`src/rtl/psum_collector_pkg.sv`:
```
// Shared constants, FSM state type and requantization for the PE-column psum collector.
package pe_pkg;
    localparam int PSUM_W = 14;
    localparam int ACC_W  = 18;
    localparam int OUT_W  = 8;
    localparam int CNT_W  = 5;

    typedef enum logic {IDLE = 1'b0, ACCUM = 1'b1} state_t;

    // Logical right shift, then clamp anything above the output range to all ones.
    function automatic logic [OUT_W-1:0] requant(input logic [ACC_W-1:0] sum,
                                                 input logic [3:0]       sh);
        logic [ACC_W-1:0] q;
        q = sum >> sh;
        return (|q[ACC_W-1:OUT_W]) ? {OUT_W{1'b1}} : q[OUT_W-1:0];
    endfunction
endpackage

```
`src/rtl/psum_collector_if.sv`:
```
// Psum input stream plus valid/ready result stream of the psum collector.
interface psum_collector_if;
    import pe_pkg::*;

    logic              psum_valid;
    logic [PSUM_W-1:0] psum_in;
    logic              out_valid;
    logic              out_ready;
    logic [OUT_W-1:0]  out_data;

    modport master (output psum_valid, psum_in, out_ready, input out_valid, out_data);
    modport slave  (input psum_valid, psum_in, out_ready, output out_valid, out_data);
endinterface

```
`src/rtl/psum_collector_fifo.sv`:
```
// Small synchronous result FIFO; a push while full only lands if a pop frees the slot.
module psum_fifo
    import pe_pkg::*;
#(
    parameter int DEPTH = 4,
    parameter int W     = OUT_W
) (
    input  logic                   clk,
    input  logic                   rst_n,
    input  logic                   push,
    input  logic                   pop,
    input  logic [W-1:0]           wdata,
    output logic [W-1:0]           rdata,
    output logic                   empty,
    output logic [$clog2(DEPTH):0] count
);
    localparam int AW = $clog2(DEPTH);

    logic [W-1:0] mem [DEPTH];
    logic [AW:0]  wptr, rptr;
    logic         full, wr_en, rd_en;

    assign count = wptr - rptr;
    assign empty = (count == '0);
    assign full  = (count == (AW+1)'(DEPTH));
    assign rd_en = pop & ~empty;
    assign wr_en = push & (~full | rd_en);
    assign rdata = mem[rptr[AW-1:0]];

    always_ff @(posedge clk or negedge rst_n) begin
        if (!rst_n) begin
            wptr <= '0;
            rptr <= '0;
            for (int i = 0; i < DEPTH; i++) mem[i] <= '0;
        end else begin
            if (wr_en) begin
                mem[wptr[AW-1:0]] <= wdata;
                wptr <= wptr + 1'b1;
            end
            if (rd_en) rptr <= rptr + 1'b1;
        end
    end
endmodule

```
`src/rtl/psum_collector.sv`:
```
// Accumulates N partial sums per output pixel, requantizes to 8 bits and queues results.
module psum_collector
    import pe_pkg::*;
#(
    parameter int FIFO_DEPTH = 4
) (
    input  logic             clk,
    input  logic             rst_n,
    input  logic             en,
    input  logic             clear,
    input  logic [3:0]       acc_len,
    input  logic [3:0]       shift,
    psum_collector_if.slave  bus,
    output logic             busy,
    output logic             ovf_err
);
    localparam int FCW = $clog2(FIFO_DEPTH) + 1;

    state_t           state, state_nx;
    logic [ACC_W-1:0] acc, acc_nx, sum;
    logic [CNT_W-1:0] cnt, cnt_nx, cnt_inc, n_terms;
    logic             q_vld, q_vld_nx;
    logic [OUT_W-1:0] q_data, q_data_nx;
    logic             term, push, pop, full, fifo_empty;
    logic [FCW-1:0]   fifo_cnt;

    assign term    = en & bus.psum_valid & ~clear;
    assign n_terms = (acc_len == 4'd0) ? CNT_W'(16) : CNT_W'(acc_len);
    // In IDLE the incoming term starts a fresh pixel, so the old acc/count are ignored.
    assign sum     = ((state == ACCUM) ? acc : '0) + ACC_W'(bus.psum_in);
    assign cnt_inc = ((state == ACCUM) ? cnt : '0) + 1'b1;

    always_ff @(posedge clk or negedge rst_n) begin
        if (!rst_n) begin
            state  <= IDLE;
            acc    <= '0;
            cnt    <= '0;
            q_vld  <= 1'b0;
            q_data <= '0;
        end else begin
            state  <= state_nx;
            acc    <= acc_nx;
            cnt    <= cnt_nx;
            q_vld  <= q_vld_nx;
            q_data <= q_data_nx;
        end
    end

    always_comb begin
        state_nx  = state;
        acc_nx    = acc;
        cnt_nx    = cnt;
        q_vld_nx  = 1'b0;
        q_data_nx = q_data;
        if (clear) begin
            state_nx = IDLE;
            acc_nx   = '0;
            cnt_nx   = '0;
        end else if (term) begin
            // >= so a mid-pixel shrink of acc_len still terminates on the next term.
            if (cnt_inc >= n_terms) begin
                state_nx  = IDLE;
                acc_nx    = '0;
                cnt_nx    = '0;
                q_vld_nx  = 1'b1;
                q_data_nx = requant(sum, shift);
            end else begin
                state_nx = ACCUM;
                acc_nx   = sum;
                cnt_nx   = cnt_inc;
            end
        end
    end

    assign push = q_vld & ~clear;
    assign pop  = bus.out_valid & bus.out_ready;
    assign full = (fifo_cnt == FCW'(FIFO_DEPTH));

    psum_fifo #(.DEPTH(FIFO_DEPTH), .W(OUT_W)) u_fifo (
        .clk   (clk),
        .rst_n (rst_n),
        .push  (push),
        .pop   (pop),
        .wdata (q_data),
        .rdata (bus.out_data),
        .empty (fifo_empty),
        .count (fifo_cnt)
    );

    assign bus.out_valid = ~fifo_empty;
    assign busy          = (state == ACCUM) | q_vld;

    always_ff @(posedge clk or negedge rst_n) begin
        if (!rst_n)                    ovf_err <= 1'b0;
        else if (clear)                ovf_err <= 1'b0;
        else if (push & full & ~pop)   ovf_err <= 1'b1;
    end
endmodule

```
`src/flat_wrapper.sv`:
```
// flat-port wrapper written by rule: the top's interface ports become plain ports
module psum_collector_flat import pe_pkg::*;
#(
    parameter int FIFO_DEPTH = 4
)
  (clk, rst_n, en, clear, acc_len, shift, busy, ovf_err, bus_psum_valid, bus_psum_in, bus_out_ready, bus_out_valid, bus_out_data);
  psum_collector_if bus_i ();
  input  logic clk;
  input  logic rst_n;
  input  logic en;
  input  logic clear;
  input  logic [3:0] acc_len;
  input  logic [3:0] shift;
  output logic busy;
  output logic ovf_err;
  input wire logic [$bits(bus_i.psum_valid)-1:0] bus_psum_valid;
  input wire logic [$bits(bus_i.psum_in)-1:0] bus_psum_in;
  input wire logic [$bits(bus_i.out_ready)-1:0] bus_out_ready;
  output wire logic [$bits(bus_i.out_valid)-1:0] bus_out_valid;
  output wire logic [$bits(bus_i.out_data)-1:0] bus_out_data;
  assign bus_i.psum_valid = bus_psum_valid;
  assign bus_i.psum_in = bus_psum_in;
  assign bus_i.out_ready = bus_out_ready;
  assign bus_out_valid = bus_i.out_valid;
  assign bus_out_data = bus_i.out_data;
  psum_collector #(.FIFO_DEPTH(FIFO_DEPTH)) u_core (.clk(clk), .rst_n(rst_n), .en(en), .clear(clear), .acc_len(acc_len), .shift(shift), .bus(bus_i), .busy(busy), .ovf_err(ovf_err));
endmodule
```
`config.mk`:
```
export PLATFORM = sky130hd
export DESIGN_NAME = psum_collector_flat
export DESIGN_NICKNAME = d
export VERILOG_FILES = /design/src/rtl/psum_collector_pkg.sv /design/src/rtl/psum_collector_if.sv /design/src/rtl/psum_collector_fifo.sv /design/src/rtl/psum_collector.sv /design/src/flat_wrapper.sv
export SDC_FILE = /design/constraint.sdc
export NUM_CORES = 1
export LEC_CHECK = 0
export CORE_MARGIN = 8
export CORE_UTILIZATION = 35
export DETAILED_ROUTE_END_ITERATION = 6
export HOLD_SLACK_MARGIN = 0.08
export SETUP_SLACK_MARGIN = 0.2
export SLEW_MARGIN = 20
export SYNTH_ARGS = -nofsm -noshare
export SYNTH_HDL_FRONTEND = slang
export SYNTH_HIERARCHICAL = 1
export SYNTH_SLANG_ARGS = --single-unit
```
`constraint.sdc`:
```
create_clock -name clk -period 5.35 [get_ports clk]
set_clock_uncertainty 0.15 [all_clocks]
set_input_delay 0.8025 -clock clk [delete_from_list [all_inputs] [get_ports clk]]
set_output_delay 0.8025 -clock clk [all_outputs]
set_load 0.01 [all_outputs]
```
Word level (Yosys, flattened, before mapping). Index checks and enable logic that the tools add are counted.

Divide/modulo/power cells: 0. $add $sub $neg: 5. Reductions and logical operators: 7. Eq/ne operators: 1. Bitwise logic cells: 16. Shifts and indexed selects: 1. $mul: 0. Order comparisons: 4. Muxes and demuxes: 24.

Operators by type and width (number): $mux W18 (4); $bwmux W32 (1); $mux W8 (4); $mux W5 (5); $add A18 B14 Y18 (1); $shr A18 B4 Y18 (1); $bmux W8 S2 (1); $demux W8 S2 (1); $reduce_or A10 Y1 (1); $and A1 B1 Y1 (8); $mux W1 (8); $add A3 B1 Y3 const B (2); $ge A3 B3 Y1 const B (2); $not A2 Y3 (2); $add A5 B1 Y5 const B (1); $ge A5 B5 Y1 (1); $logic_not A4 Y1 (1); $not A1 Y1 (4); $reduce_bool A2 Y1 (2); $eq A3 B3 Y1 const B (1); $logic_not A3 Y1 (1); $lt A3 B1 Y1 const B (1); $reduce_and A3 Y1 (1); $sub A3 B3 Y3 (1); 2 further kinds (3).

ROM bits: 0. Output and inout bits: 11. Bits in writable memories: 0. Logic and storage cells: 70. Memories: 0. Latch bits: 0. Register bits after elaboration: 72.

Logic depth before layout (Yosys ltp).
Depth in word-level cells: 8. Gate-level depth with buffers: 16. Gate-level depth less buffers: 13.

Hierarchy. Netlist, hierarchy kept.

Modules (own cells, without submodules): psum_collector (cells each 362, instances 1, area each 3052.9 sq um); psum_fifo (cells each 113, instances 1, area each 1813.0 sq um).

Worst setup path after synthesis. Ideal clock, no wire load.

Path kind: flip-flop to flip-flop. From: reg u_core.state. To: reg u_core.q_data[1]. Data required time: 5.071 ns. Setup time: 0.129 ns. Cell stages (with the launch flop): 17. Buffers on the path: 3. Data arrival time: 3.959 ns. Slack: 1.112 ns. Cell sequence: dfrtp_1 -> clkbuf_1 -> clkbuf_1 -> clkbuf_1 -> and2_1 -> ha_1 -> fa_1 -> a211oi_1 -> o21ai_2 -> a21oi_2 -> or4_4 -> and3_2 -> a2111oi_4 -> a31o_2 -> a21oi_2 -> or3_4 -> o41a_1.

Cells in the longest elaborated chain, start to end: 5. Elaborated cells on any way between the ends: 9. Those cells by class: 2 x add/sub; 1 x order compare; 1 x shift; 3 x mux; 2 x reduce/logical.

RTL lines: start: declaration (line psum_collector.sv:19) `state_t state, state_nx;`; start signal: assignment (line psum_collector.sv:41) `state <= state_nx;`; $mux W18 (line psum_collector.sv:30) `assign sum = ((state == ACCUM) ? acc : '0) + ACC_W'(bus.psum_in);`; $add A18 B14 Y18 (line psum_collector.sv:30); $shr A18 B4 Y18 (line psum_collector_pkg.sv:14) `q = sum >> sh;`; $reduce_or A10 Y1 (line psum_collector_pkg.sv:15) `return (|q[ACC_W-1:OUT_W]) ? {OUT_W{1'b1}} : q[OUT_W-1:0];`; $mux W8 (line psum_collector_pkg.sv:15); end signal: assignment (line psum_collector.sv:45) `q_data <= q_data_nx;`; end: declaration (line psum_collector.sv:23) `logic [OUT_W-1:0] q_data, q_data_nx;`.

Several ways; a longest one is shown, not always the timed one. A chain may end at the register's enable or synchronous reset.

Worst setup path in the final report.
From: in bus_psum_in[0]. To: reg u_core.q_data[6].

Cells in the longest elaborated chain, start to end: 4.

RTL lines: start: declaration (line flat_wrapper.sv:17) `input wire logic [$bits(bus_i.psum_in)-1:0] bus_psum_in;`; $add A18 B14 Y18 * (line psum_collector.sv:30); $shr A18 B4 Y18 * (line psum_collector_pkg.sv:14); $reduce_or A10 Y1 (line psum_collector_pkg.sv:15); $mux W8 * (line psum_collector_pkg.sv:15).

Every way passes the cells marked *; elsewhere a longest branch is shown, timed or not.

==> summary.md <==
| Metric | Value |
|---|---|
| Simple-Gate Fraction of Synth Area | `12.9%` |
| Crit path depth | `13` |
| Post-synth net total | `531` |
| Hold Buf Count CTS | `0` |
| Port Buffers | `38` |
| Cell Count Post-Placement | `678` |
| Row cnt | `between 40 and 50` |
| CTS tree | `done` |
| Cells along the critical path | `clkdlybuf4s50_1 -> ha_1 -> fa_1 -> a211oi_1 -> o21ai_2 -> a21oi_2 -> xnor2_1 -> and2_1 -> a211oi_1 -> o32a_1 -> o2111ai_1 -> a2111oi_0 -> a21oi_1` |
| Dominant cell type by area after synthesis | `dfrtp_1` |
| Worst relative slew slack | `a little over a third` |
| Root buffer cell | `clkbuf_16` |
| Crit-path slowest cell | `a2111oi_0` |
| Sequential share of the synthesized area | `37.0%` |
| WP data required | `5400 ps` |
| Vias | `3,752` |
| WHS Endpoint | `u_core/u_fifo/rptr[2]` |
| Total grt overflow | `0` |
| Top-count cell post-synth | `dfrtp_1` |
| Reg-to-Reg Start | `u_core/state` |
| Buf/Inv on CP | `1` |
| Post-synth top flop | `dfrtp_1` |
| Total Wirelength | `11,200 microns` |
| Area post-placement | `5430 sq um` |
| Max Clk Rate | `217 MHz` |
| Minimum clock period | `4600 ps` |
| R2r setup slk | `roughly 800 ps` |
| Post-synthesis xor/xnor area fraction | `4.65%` |
| Total GRT Usage | `13.0%` |
| Final std cells w/o fill | `693` |
| First-pass GRT wire length | `19,200 microns` |
| CTS H-Tree Depth | `3` |
| Largest family of logic cells by synthesized area | `compound AO/OA/AOI/OAI gates` |
| Post-DP HPWL | `8350 microns` |
| Crit-path leading delay family | `compound AO/OA/AOI/OAI gates` |
| Post-synth top cells | `72 x dfrtp_1, 53 x nand2_1, 35 x mux2_2` |
| Die X | `134 microns` |
| Sum Neg Setup Slack | `0 ps` |
| Post-synth EDFFs | `0` |
| Flops & latches, synth | `between 70 and 80` |
| CTS Buffer Depth | `2` |
| Mux contribution to synthesized area | `14.4%` |
| # IOs | `39` |
| Synth area leaders | `dfrtp_1 37%, mux2_2 8.1%, ha_1 6.7%` |
| Hold Crit Depth | `1` |
| Startpoint types | `input port` |
| Final Slew Violations | `0` |
| Crit path kind | `input port to flip-flop` |
| Clock sink count | `roughly 70` |
| Endpoints failing hold | `0` |
| Top cell type's share of synthesized area | `37.0%` |
| # diodes | `0` |
| CORE AREA | `13,700 sq um` |
| Worst R2R Path Depth | `13` |
| Final instance area | `roughly 5700 sq um` |
| Vias per cell | `5.41` |
| Min-delay src | `u_core/u_fifo/rptr[2]` |
| Final worst slack | `752 ps` |
| Die Height | `134 microns` |
| DRC violations left | `0` |
| Initial DRC count | `213` |
| Type of element capturing the critical path | `flip-flop` |
| Syn-to-layout area delta | `17.9%` |
| Leakage | `~2.5 nW` |
| Routed wire length per instance | `~16 microns` |
| Fin nets | `565` |
| Critical Path AT | `4640 ps` |
| Power Total | `1.73 mW` |
| Compound-Gate Fraction of Synth Area | `between 20% and 30%` |
| Slew @ Worst Pin | `950 ps` |
| Total CTS buffers | `9` |
| Worst Path Max Fanout | `7` |
| Status | `finished, final reports clean` |
| Die area | `about 18,000 sq um` |
| Routed Antenna Nets | `0` |
| Syn Inst Count | `approximately 480` |
| Worst hold path type | `flip-flop to flip-flop` |
| Synth Warn # | `6` |
| CTS resizes | `0` |
| Reg-to-Reg End | `u_core/q_data[6]` |
| Max-cap violation count | `0` |
| TritonRoute pass-1 iters | `4` |
| Clock Pin Slew Worst Setup and Hold Paths | `about 60 ps` |
| Post-CTS setup buffer count | `0` |
| Final setup vio count | `0` |
| Vias in the first global route | `approximately 3.8k` |
| Largest net degree at the start of global routing | `43` |
| FFs w/ async S/R, synth | `100%` |
| Initial antenna violation count | `0` |
| Adder-Cell Fraction of Synth Area | `under 10%` |
| CP most frequent cell | `a211oi_1` |
| Initial Util | `35.5%` |
| Final period util | `86.0%` |
| Share of layout cells above drive strength 1 | `17.3%` |
| RD Place Congestion | `0.901` |
| Pre-CTS setup slack | `around 550 ps` |
| Post-synth cell types | `67` |
| Slowest stage delay, CP | `approximately 560 ps` |
| Synthesized area per cell | `10.2 sq um` |
| Maximum VDD drop | `approximately 170 uV` |
| PwrDens | `302 nW/um^2` |
| Worst-Skew Late Latency | `330 ps` |
| RSZ-0062 raised after global routing | `no` |
| Mapped Area | `4870 sq um` |
[worst max path at each step]
stage / slack, ps / from / to
floorplan: 1110 / u_core/state / u_core/q_data[1]
global placement: 590 / bus_psum_in[0] / u_core/q_data[0]
detailed placement: 550 / bus_psum_in[0] / u_core/q_data[7]
CTS: 870 / bus_psum_in[0] / u_core/q_data[7]
global route: 500 / bus_psum_in[0] / u_core/q_data[7]
finish: 750 / bus_psum_in[0] / u_core/q_data[6]
[cell usage in the layout, fill, tap and decap left out, types with 8 or more instances in the layout]
cell type / synthesis / final
dfrtp_1: 72 / 72
nand2_1: 53 / 53
clkdlybuf4s50_1: 0 / 37
mux2_2: 35 / 35
ha_1: 26 / 26
a21oi_1: 26 / 25
nor2_1: 23 / 23
and2_1: 21 / 21
a22o_1: 18 / 18
o21ai_0: 17 / 17
xnor2_1: 16 / 16
inv_1: 15 / 15
a211oi_1: 12 / 12
nand3_1: 11 / 11
mux4_2: 10 / 10
clkbuf_16: 0 / 9
mux2i_1: 8 / 8
[logic make-up after synthesis]
group / count (synthesis)
buf+inv: 37
flops: 72
simple gates: 130
mux: 53
compound gates: 131
xor+xnor: 24
fa+ha+maj: 28
[routing by layer]
layer / vias up / GRT usage, % / share of wire [%]
li1: 1812 / - / -
met3: 18 / 2.95 / 5.0
met1: 1834 / 16.5 / 45
met5: - / 0 / 0
met2: 88 / 21.9 / 49
met4: 0 / 3.43 / 1.3
[worst register-to-register path, cell delays in order (launching register included)]
cell	delay, ps
dfrtp_1	600
and2_1	250
ha_1	220
fa_1	440
a211oi_1	430
o21ai_2	150
a21oi_2	240
xnor2_1	150
and2_1	200
a211oi_1	350
o32a_1	250
o2111ai_1	300
a2111oi_0	560
a21oi_1	130
[cell type report]
type	instances	area, sq um
Fill cell	1362	7980
Multi-Input combinational cell	366	2930
Sequential cell	72	1800
Timing Repair Buffer	44	420
Clock buffer	10	239
Tap cell	180	225
Inverter	16	60.1
Clock inverter	5	57.6
[stage by stage]
step / utilization [%] / hold WS, ps
global route: 41.8 / 340
finish: 41.8 / 323
floorplan: - / 292
detailed placement: 39.6 / 322
global placement: 39.6 / 312
CTS: 41.8 / 332
[sequential cells by signal, summed over array words and instances (netlist names)]
register            cells
u_core/acc             18
u_core/cnt              5
u_core/q_data           8
u_core/ovf_err          1
u_core/u_fifo/wptr      3
u_core/state            1
u_core/u_fifo/rptr      3
u_core/u_fifo/mem      32
u_core/q_vld            1
[power breakdown]
group	total [mW]	internal (mW)	switching (mW)	leakage (nW)
clock network	0.592	0.371	0.221	0.148
registers	0.689	0.601	0.0882	0.968
logic	0.450	0.217	0.233	1.43
Note: power is estimated with default switching activity, not from simulation.
